==> src/rtl/addsub_acc_pipe_if.sv <==
// Operand/result bus for addsub_acc_pipe: issue handshake, accumulator clear and result/flags.
// master = operand source and result consumer, slave = the pipeline.
interface addsub_acc_pipe_if #(
  parameter int unsigned dw = 8
);
  logic          in_valid;
  logic          in_ready;
  logic [1:0]    op;
  logic [dw-1:0] dataa;
  logic [dw-1:0] datab;
  logic          acc_clr;
  logic          out_valid;
  logic          out_ready;
  logic [dw-1:0] result;
  logic          carry;
  logic          ovf;
  logic          zero;
  logic [dw-1:0] acc;

  modport master (
    output in_valid, op, dataa, datab, acc_clr, out_ready,
    input  in_ready, out_valid, result, carry, ovf, zero, acc
  );

  modport slave (
    input  in_valid, op, dataa, datab, acc_clr, out_ready,
    output in_ready, out_valid, result, carry, ovf, zero, acc
  );
endinterface

==> src/rtl/addsub_acc_pipe.sv <==
// Two-stage add/sub pipeline with running accumulator, flags and valid/ready backpressure.
// Define ADDSUB_SAT_EN to clamp overflowing results (and accumulator) to signed max/min.
module addsub_acc_pipe #(
  parameter int unsigned dw = 8
) (
  input  logic             clk,
  input  logic             reset,
  addsub_acc_pipe_if.slave bus
);

  logic          s1_valid_q;
  logic [1:0]    s1_op_q;
  logic [dw-1:0] s1_a_q, s1_b_q;

  logic          out_valid_q;
  logic [dw-1:0] result_q;
  logic          carry_q, ovf_q, zero_q;
  logic [dw-1:0] acc_q;

  logic          en1, en2, mv2;
  logic          is_sub, ovf_c;
  logic [dw-1:0] acc_in, x, y, r_wrap, r_fin;
  logic [dw:0]   full;

  assign en2 = !out_valid_q || bus.out_ready;
  assign en1 = !s1_valid_q || en2;
  assign mv2 = s1_valid_q && en2;

  always_comb begin
    // Clear-then-op: an acc op entering S2 alongside acc_clr sees a zero accumulator.
    acc_in = bus.acc_clr ? '0 : acc_q;
    is_sub = (s1_op_q[1] == s1_op_q[0]);
    x      = s1_op_q[1] ? acc_in : s1_a_q;
    y      = s1_op_q[1] ? s1_a_q : s1_b_q;
    full   = is_sub ? ({1'b0, x} - {1'b0, y}) : ({1'b0, x} + {1'b0, y});
    r_wrap = full[dw-1:0];
    ovf_c  = (is_sub ? (x[dw-1] != y[dw-1]) : (x[dw-1] == y[dw-1])) &&
             (r_wrap[dw-1] != x[dw-1]);
    r_fin  = r_wrap;
`ifdef ADDSUB_SAT_EN
    // On overflow the true value carries the minuend's sign.
    if (ovf_c) begin
      r_fin = x[dw-1] ? {1'b1, {(dw-1){1'b0}}} : {1'b0, {(dw-1){1'b1}}};
    end
`else
    r_fin  = r_wrap;
`endif
  end

  always_ff @(posedge clk) begin
    if (reset) begin
      s1_valid_q  <= 1'b0;
      s1_op_q     <= '0;
      s1_a_q      <= '0;
      s1_b_q      <= '0;
      out_valid_q <= 1'b0;
      result_q    <= '0;
      carry_q     <= 1'b0;
      ovf_q       <= 1'b0;
      zero_q      <= 1'b0;
      acc_q       <= '0;
    end else begin
      if (en1) begin
        s1_valid_q <= bus.in_valid;
        if (bus.in_valid) begin
          s1_op_q <= bus.op;
          s1_a_q  <= bus.dataa;
          s1_b_q  <= bus.datab;
        end
      end
      if (en2) begin
        out_valid_q <= s1_valid_q;
        if (s1_valid_q) begin
          result_q <= r_fin;
          carry_q  <= full[dw];
          ovf_q    <= ovf_c;
          zero_q   <= (r_fin == '0);
        end
      end
      if (mv2 && s1_op_q[1]) begin
        acc_q <= r_fin;
      end else if (bus.acc_clr) begin
        acc_q <= '0;
      end
    end
  end

  assign bus.in_ready  = en1;
  assign bus.out_valid = out_valid_q;
  assign bus.result    = result_q;
  assign bus.carry     = carry_q;
  assign bus.ovf       = ovf_q;
  assign bus.zero      = zero_q;
  assign bus.acc       = acc_q;

endmodule

==> src/flat_wrapper.sv <==
// flat-port wrapper written by rule: the top's interface ports become plain ports
module addsub_acc_pipe_flat 
#(
  parameter int unsigned dw = 8
)
  (clk, reset, bus_in_valid, bus_op, bus_dataa, bus_datab, bus_acc_clr, bus_out_ready, bus_in_ready, bus_out_valid, bus_result, bus_carry, bus_ovf, bus_zero, bus_acc);
  addsub_acc_pipe_if #(.dw(dw)) bus_i ();
  input  logic clk;
  input  logic reset;
  input wire logic [$bits(bus_i.in_valid)-1:0] bus_in_valid;
  input wire logic [$bits(bus_i.op)-1:0] bus_op;
  input wire logic [$bits(bus_i.dataa)-1:0] bus_dataa;
  input wire logic [$bits(bus_i.datab)-1:0] bus_datab;
  input wire logic [$bits(bus_i.acc_clr)-1:0] bus_acc_clr;
  input wire logic [$bits(bus_i.out_ready)-1:0] bus_out_ready;
  output wire logic [$bits(bus_i.in_ready)-1:0] bus_in_ready;
  output wire logic [$bits(bus_i.out_valid)-1:0] bus_out_valid;
  output wire logic [$bits(bus_i.result)-1:0] bus_result;
  output wire logic [$bits(bus_i.carry)-1:0] bus_carry;
  output wire logic [$bits(bus_i.ovf)-1:0] bus_ovf;
  output wire logic [$bits(bus_i.zero)-1:0] bus_zero;
  output wire logic [$bits(bus_i.acc)-1:0] bus_acc;
  assign bus_i.in_valid = bus_in_valid;
  assign bus_i.op = bus_op;
  assign bus_i.dataa = bus_dataa;
  assign bus_i.datab = bus_datab;
  assign bus_i.acc_clr = bus_acc_clr;
  assign bus_i.out_ready = bus_out_ready;
  assign bus_in_ready = bus_i.in_ready;
  assign bus_out_valid = bus_i.out_valid;
  assign bus_result = bus_i.result;
  assign bus_carry = bus_i.carry;
  assign bus_ovf = bus_i.ovf;
  assign bus_zero = bus_i.zero;
  assign bus_acc = bus_i.acc;
  addsub_acc_pipe #(.dw(dw)) u_core (.clk(clk), .reset(reset), .bus(bus_i));
endmodule
==> config.mk <==
export PLATFORM = sky130hd
export DESIGN_NAME = addsub_acc_pipe_flat
export DESIGN_NICKNAME = d
export VERILOG_FILES = /design/src/rtl/addsub_acc_pipe_if.sv /design/src/rtl/addsub_acc_pipe.sv /design/src/flat_wrapper.sv
export SDC_FILE = /design/constraint.sdc
export NUM_CORES = 1
export LEC_CHECK = 0
export CAP_MARGIN = 20
export CORE_UTILIZATION = 63
export DETAILED_ROUTE_END_ITERATION = 10
export DONT_BUFFER_PORTS = 1
export GPL_ROUTABILITY_DRIVEN = 0
export MAX_ROUTING_LAYER = met4
export PLACE_DENSITY = 0.79
export SLEW_MARGIN = 30
export SYNTH_ARGS = -nofsm -noshare
export SYNTH_HDL_FRONTEND = slang
export SYNTH_SLANG_ARGS = --single-unit
==> constraint.sdc <==
create_clock -name clk -period 5.1 [get_ports clk]
set_input_delay 0.765 -clock clk [delete_from_list [all_inputs] [get_ports clk]]
set_output_delay 0.765 -clock clk [all_outputs]
set_load 0.01 [all_outputs]
Word level (Yosys, flattened, before mapping)
Cells that the tools add are included.

cells by class
  add/subtract/negate cells = 2
  equality and inequality tests = 4
  mux-type cells = 6
  reductions and logical operators = 10

operators with widths
  kind                       number
  2-to-1 mux 8 bit           4
  adder 8 x 8 -> 9 bit       1
  2-to-1 mux 9 bit           1
  subtractor 8 x 8 -> 9 bit  1
  zero test 8 bit            1
  AND reduction 2 bit        2
  logical AND 1 bit          3
  == test 1 bit              2
  zero test 1 bit            2
  logical OR 1 bit           2
  != test 1 bit              2
  2-to-1 mux 1 bit           1

storage, ports and cells
  flip-flop bits (word level) = 39
  input port bits = 23
  output and inout port bits = 21
  logic and storage cells = 32

Depth between registers and ports, before layout
  depth in word-level cells = 6
  mapped depth = 15
  gate-level depth less buffers = 12

Worst setup path before layout
OpenSTA, ideal clock, no wires.

  path type = register -> register
  start = register u_core.s1_op_q[1]
  end = register u_core.ovf_q, in the netlist u_core.bus.ovf
  library setup time = 0.091 ns
  data arrival time = 3.508 ns
  data required time = 5.009 ns
  setup slack = 1.501 ns
  cell stages (with the launch flop) = 16
  buffers on the path = 3
  period minus slack after synthesis = 3.599 ns
  cells stage by stage = dfxtp_1 > buf_6 > buf_4 > clkbuf_1 > mux2i_1 > ha_1 > inv_1 > and3_1 > o21ai_0 > o211ai_1 > ha_1 > o21a_2 > o31ai_2 > o2111a_1 > or4_1 > a311oi_1

between the ends
  word-level cells in the longest chain between the ends = 5
  elaborated cells on any way between the ends = 11

RTL lines
  what                                                                      line                                          source
  from (decl)                                                               addsub_acc_pipe.sv:12                         logic [1:0] s1_op_q;
  from (signal assigned)                                                    addsub_acc_pipe.sv:66                         s1_op_q <= bus.op;
  2-to-1 mux 8 bit (on tied branches)                                       addsub_acc_pipe.sv:33, addsub_acc_pipe.sv:34
  adder 8 x 8 -> 9 bit / subtractor 8 x 8 -> 9 bit (equally long branches)  addsub_acc_pipe.sv:35                         full = is_sub ? ({1'b0, x} - {1'b0, y}) : ({1'b0, x} + {1'b0, y});
  2-to-1 mux 9 bit                                                          addsub_acc_pipe.sv:35
  != test 1 bit                                                             addsub_acc_pipe.sv:38                         (r_wrap[dw-1] != x[dw-1]);
  logical AND 1 bit (*)                                                     addsub_acc_pipe.sv:37                         ovf_c = (is_sub ? (x[dw-1] != y[dw-1]) : (x[dw-1] == y[dw-1])) &&
  to (signal assigned)                                                      addsub_acc_pipe.sv:76                         ovf_q <= ovf_c;
  to (decl)                                                                 addsub_acc_pipe.sv:17                         logic carry_q, ovf_q, zero_q;

Every way passes the cells marked *; elsewhere a longest branch is shown, timed or not.
A chain may end at the register's enable or synchronous reset.

Final worst setup path
Ends and elaborated chain as after synthesis.

==> run_results.csv <==
group,metric,value,unit
grt,grt_busiest_layer,"met2",
synthesis,synth_warnings,0,
drt,via_per_inst,5.73,
synthesis,synth_edf_count,0,
critical_path,critPathKind,"reg2reg",
cts,clock_path_buffers,2,
grt,antenna_found_initial,0,
die,start_util,67.5,%
synthesis,netlist_area,2320,µm²
synthesis,synthCells,298,
grt,grt_util_met3,8.39,%
critical_path,cp.arrival,3820,ps
outcome,outcome,"finished, final reports clean",
critical_path,rr_startpoint,"u_core.s1_op_q[1]$_SDFFE_PP0P_",
die,rows,21,
grt,grt_pass1_vias,1877,
min_path,hp-class,"reg2reg",
cts,clock-sinks,39,
cts,insertion_delay,290,ps
synthesis,synth_async_sr_flop_share,0,%
synthesis,synth_top_cell_area_share,33.6,%
synthesis,synthDistinctLibCells,49,
sta,report.final.slew_viol_count,0,
cts,clk_pin_slew,70,ps
sta,period_needed,3610,ps
grt,grt_use_met2,42.8,%
final_layout,diodes,0,
die,die_w,62.7,µm
drt,ant_nets,0,
drt,vias,1944,
power_and_ir_drop,powerDensity,312,nW/µm²
sta,setup_violations,0,
drt,wl_per_cell,14.0,µm
final_layout,post-route-util,69.8,%
synthesis,syn_nets,331,
critical_path,rr_endpoint,"u_core.bus.ovf$_SDFFE_PP0P_",
final_layout,syn2layout_area_growth,3.39,%
drt,drt_iter0_drc,136,
final_layout,drive_gt1_share,7.51,%
sta,fin_ws,1490,ps
grt,met1_usage,34.6,%
synthesis,avgSynthCellArea,7.80,µm²
sta,fin_crit_sh,70.7,%
place,pre_cts_slack,1530,ps
critical_path,endpoint,"u_core.bus.ovf$_SDFFE_PP0P_",
die,design.die.area,3940,µm²
cts,cts_tree,"done",
power_and_ir_drop,leakage,0.903,nW
cts,hold_buffers,0,
drt,drcViolationCount,0,
cts,htreeDepth,2,
die,die_y,62.7,µm
cts,cts_buffers,5,
cts,cts_setup_buffers,0,
grt,overflow,0,
cts,post_cts_resized,0,
run,drv_cap,0,
final_layout,layout_commonest_cell,"nand2_1",
sta,hold_viol_final,0,
sta,fmax,277,MHz
place,port_buffers,0,
sta,rsz0062_at_grt,"no",
sta,slew_headroom,55.7,%
die,coreArea,3440,µm²
place,placed_area,2320,µm²
sta,fin_skew,3.49,ps
final_layout,fin_area,2400,µm²
min_path,worst_hold_path.num_cells,2,
critical_path,crit_start,"u_core.s1_op_q[1]$_SDFFE_PP0P_",
synthesis,synth.largest_area_cell,"dfxtp_1",
grt,grt_pass1_wl,8510,µm
final_layout,final_cell_mix,"nand2_1, a21oi_1, dfxtp_1, nor2_1, inv_1",
critical_path,crit_path_end_kind,"flip-flop",
critical_path,critPathLaunchType,"flip-flop",
drt,routed_wl,4740,µm
synthesis,synth-main-ff-cell,"dfxtp_1",
sta,fin_setup_tns,0,ps
synthesis,ys_seq_area_share,33.6,%
power_and_ir_drop,irDropWorstVdd,0.210,mV
die,io_pins,44,
sta,worst_pin_slew,664,ps
synthesis,synth_seq_cells,39,
synthesis,ys_top_cells_by_area,"dfxtp_1, nand2_1, a21oi_1",
place,dpl.hpwl,3520,µm
drt,dr.pass1.iters,4,
critical_path,rrSetupSlack,1490,ps
critical_path,reg2reg_depth,12,
grt,grt_usage,28.0,%
grt,grt_max_degree,41,
critical_path,cp_max_fo,25,
final_layout,finalNetCount,325,
cts,cts-root-buf,"clkbuf_8",
critical_path,cp_data_required_time,5310,ps
-- synth_stat cells, types with 2 or more instances --
master and instances:
dfxtp_1 39, nand2_1 61, nor3_1 6, o21ai_0 11, inv_1 12, a211oi_1 3, a21oi_1 40, mux2i_1 8
nor2_1 18, o31ai_1 3, nand3b_1 3, nor3b_1 4, a311oi_1 2, ha_1 9, o311ai_0 2, and2_1 2
nand3_1 8, mux2_2 5, nand2b_1 4, clkbuf_1 11, buf_4 2, and3_1 2, o41ai_1 2, xnor2_1 7
nor2b_1 9, a31oi_1 2
-- worst min-delay path by stage --
stage,startpoint,end
floorplan,u_core.s1_b_q[6]$_SDFFE_PP0P_,u_core.s1_b_q[6]$_SDFFE_PP0P_
global placement,u_core.s1_b_q[6]$_SDFFE_PP0P_,u_core.s1_b_q[6]$_SDFFE_PP0P_
detailed placement,u_core.s1_b_q[6]$_SDFFE_PP0P_,u_core.s1_b_q[6]$_SDFFE_PP0P_
CTS,u_core.s1_b_q[6]$_SDFFE_PP0P_,u_core.s1_b_q[6]$_SDFFE_PP0P_
global route,u_core.s1_b_q[6]$_SDFFE_PP0P_,u_core.s1_b_q[6]$_SDFFE_PP0P_
finish,u_core.s1_b_q[6]$_SDFFE_PP0P_,u_core.s1_b_q[6]$_SDFFE_PP0P_
-- routing by layer --
metal	vias up	routed length, µm
met5	-	0
met4	0	77
met3	8	251
met2	47	2130
met1	861	2290
li1	1028	-
-- worst max-delay path, stage by stage, from the launching register on --
cell	delay [ps]
dfxtp_1	690
buf_4	400
nor3_1	110
o21ai_1	270
nand3_1	110
o21ai_0	90
a21oi_1	60
ha_1	360
a21o_1	230
a21oi_1	180
o221ai_1	230
or4_1	520
a311oi_1	250
-- registers in the layout, indices dropped and copies added, names as in the netlist --
signal / count
u_core.bus.out_valid: 1
u_core.bus.carry: 1
u_core.bus.acc: 8
u_core.bus.zero: 1
u_core.s1_a_q: 8
u_core.s1_op_q: 2
u_core.bus.result: 8
u_core.s1_valid_q: 1
u_core.s1_b_q: 8
u_core.bus.ovf: 1
-- logic make-up (layout without fill, tap and decap cells) --
group | Yosys count | in the layout | share of synthesized area, %
XOR/XNOR | 9 | 9 | 3.72
multiplexers | 14 | 14 | 6.84
AO/OA/AOI/OAI | 78 | 78 | 20.8
AND/OR/NAND/NOR | 122 | 122 | 24.4
flip-flops | 39 | 39 | 33.6
buffers and inverters | 26 | 21 | 4.85
adder cells (fa/ha/maj) | 10 | 10 | 5.71
-- power by group --
part           leakage [nW]  internal, mW  total, mW  switching (mW)
registers             0.320         0.323      0.345          0.0219
clock network        0.0422        0.0959      0.200           0.104
logic                 0.542        0.0856      0.205           0.119
total                 0.903         0.504      0.749           0.245
-- area by class of cell --
cell class	count	area (µm²)
Timing Repair Buffer	1	7.51
Inverter	12	45.0
Tap cell	46	57.6
Sequential cell	39	781
Clock buffer	7	76.3
Multi-Input combinational cell	233	1430
Fill cell	325	1040
Clock inverter	1	5.00
-- per-stage QoR --
step           hold WS (ps)  power [mW]  std cells
2_1_floorplan           436       0.522        298
3_3_place_gp            437       0.547        331
3_5_place_dp            441       0.555        331
4_1_cts                 450       0.753        339
5_1_grt                 480       0.800        339
6_report                452       0.749        339
Power figures use the tool's default switching activity.
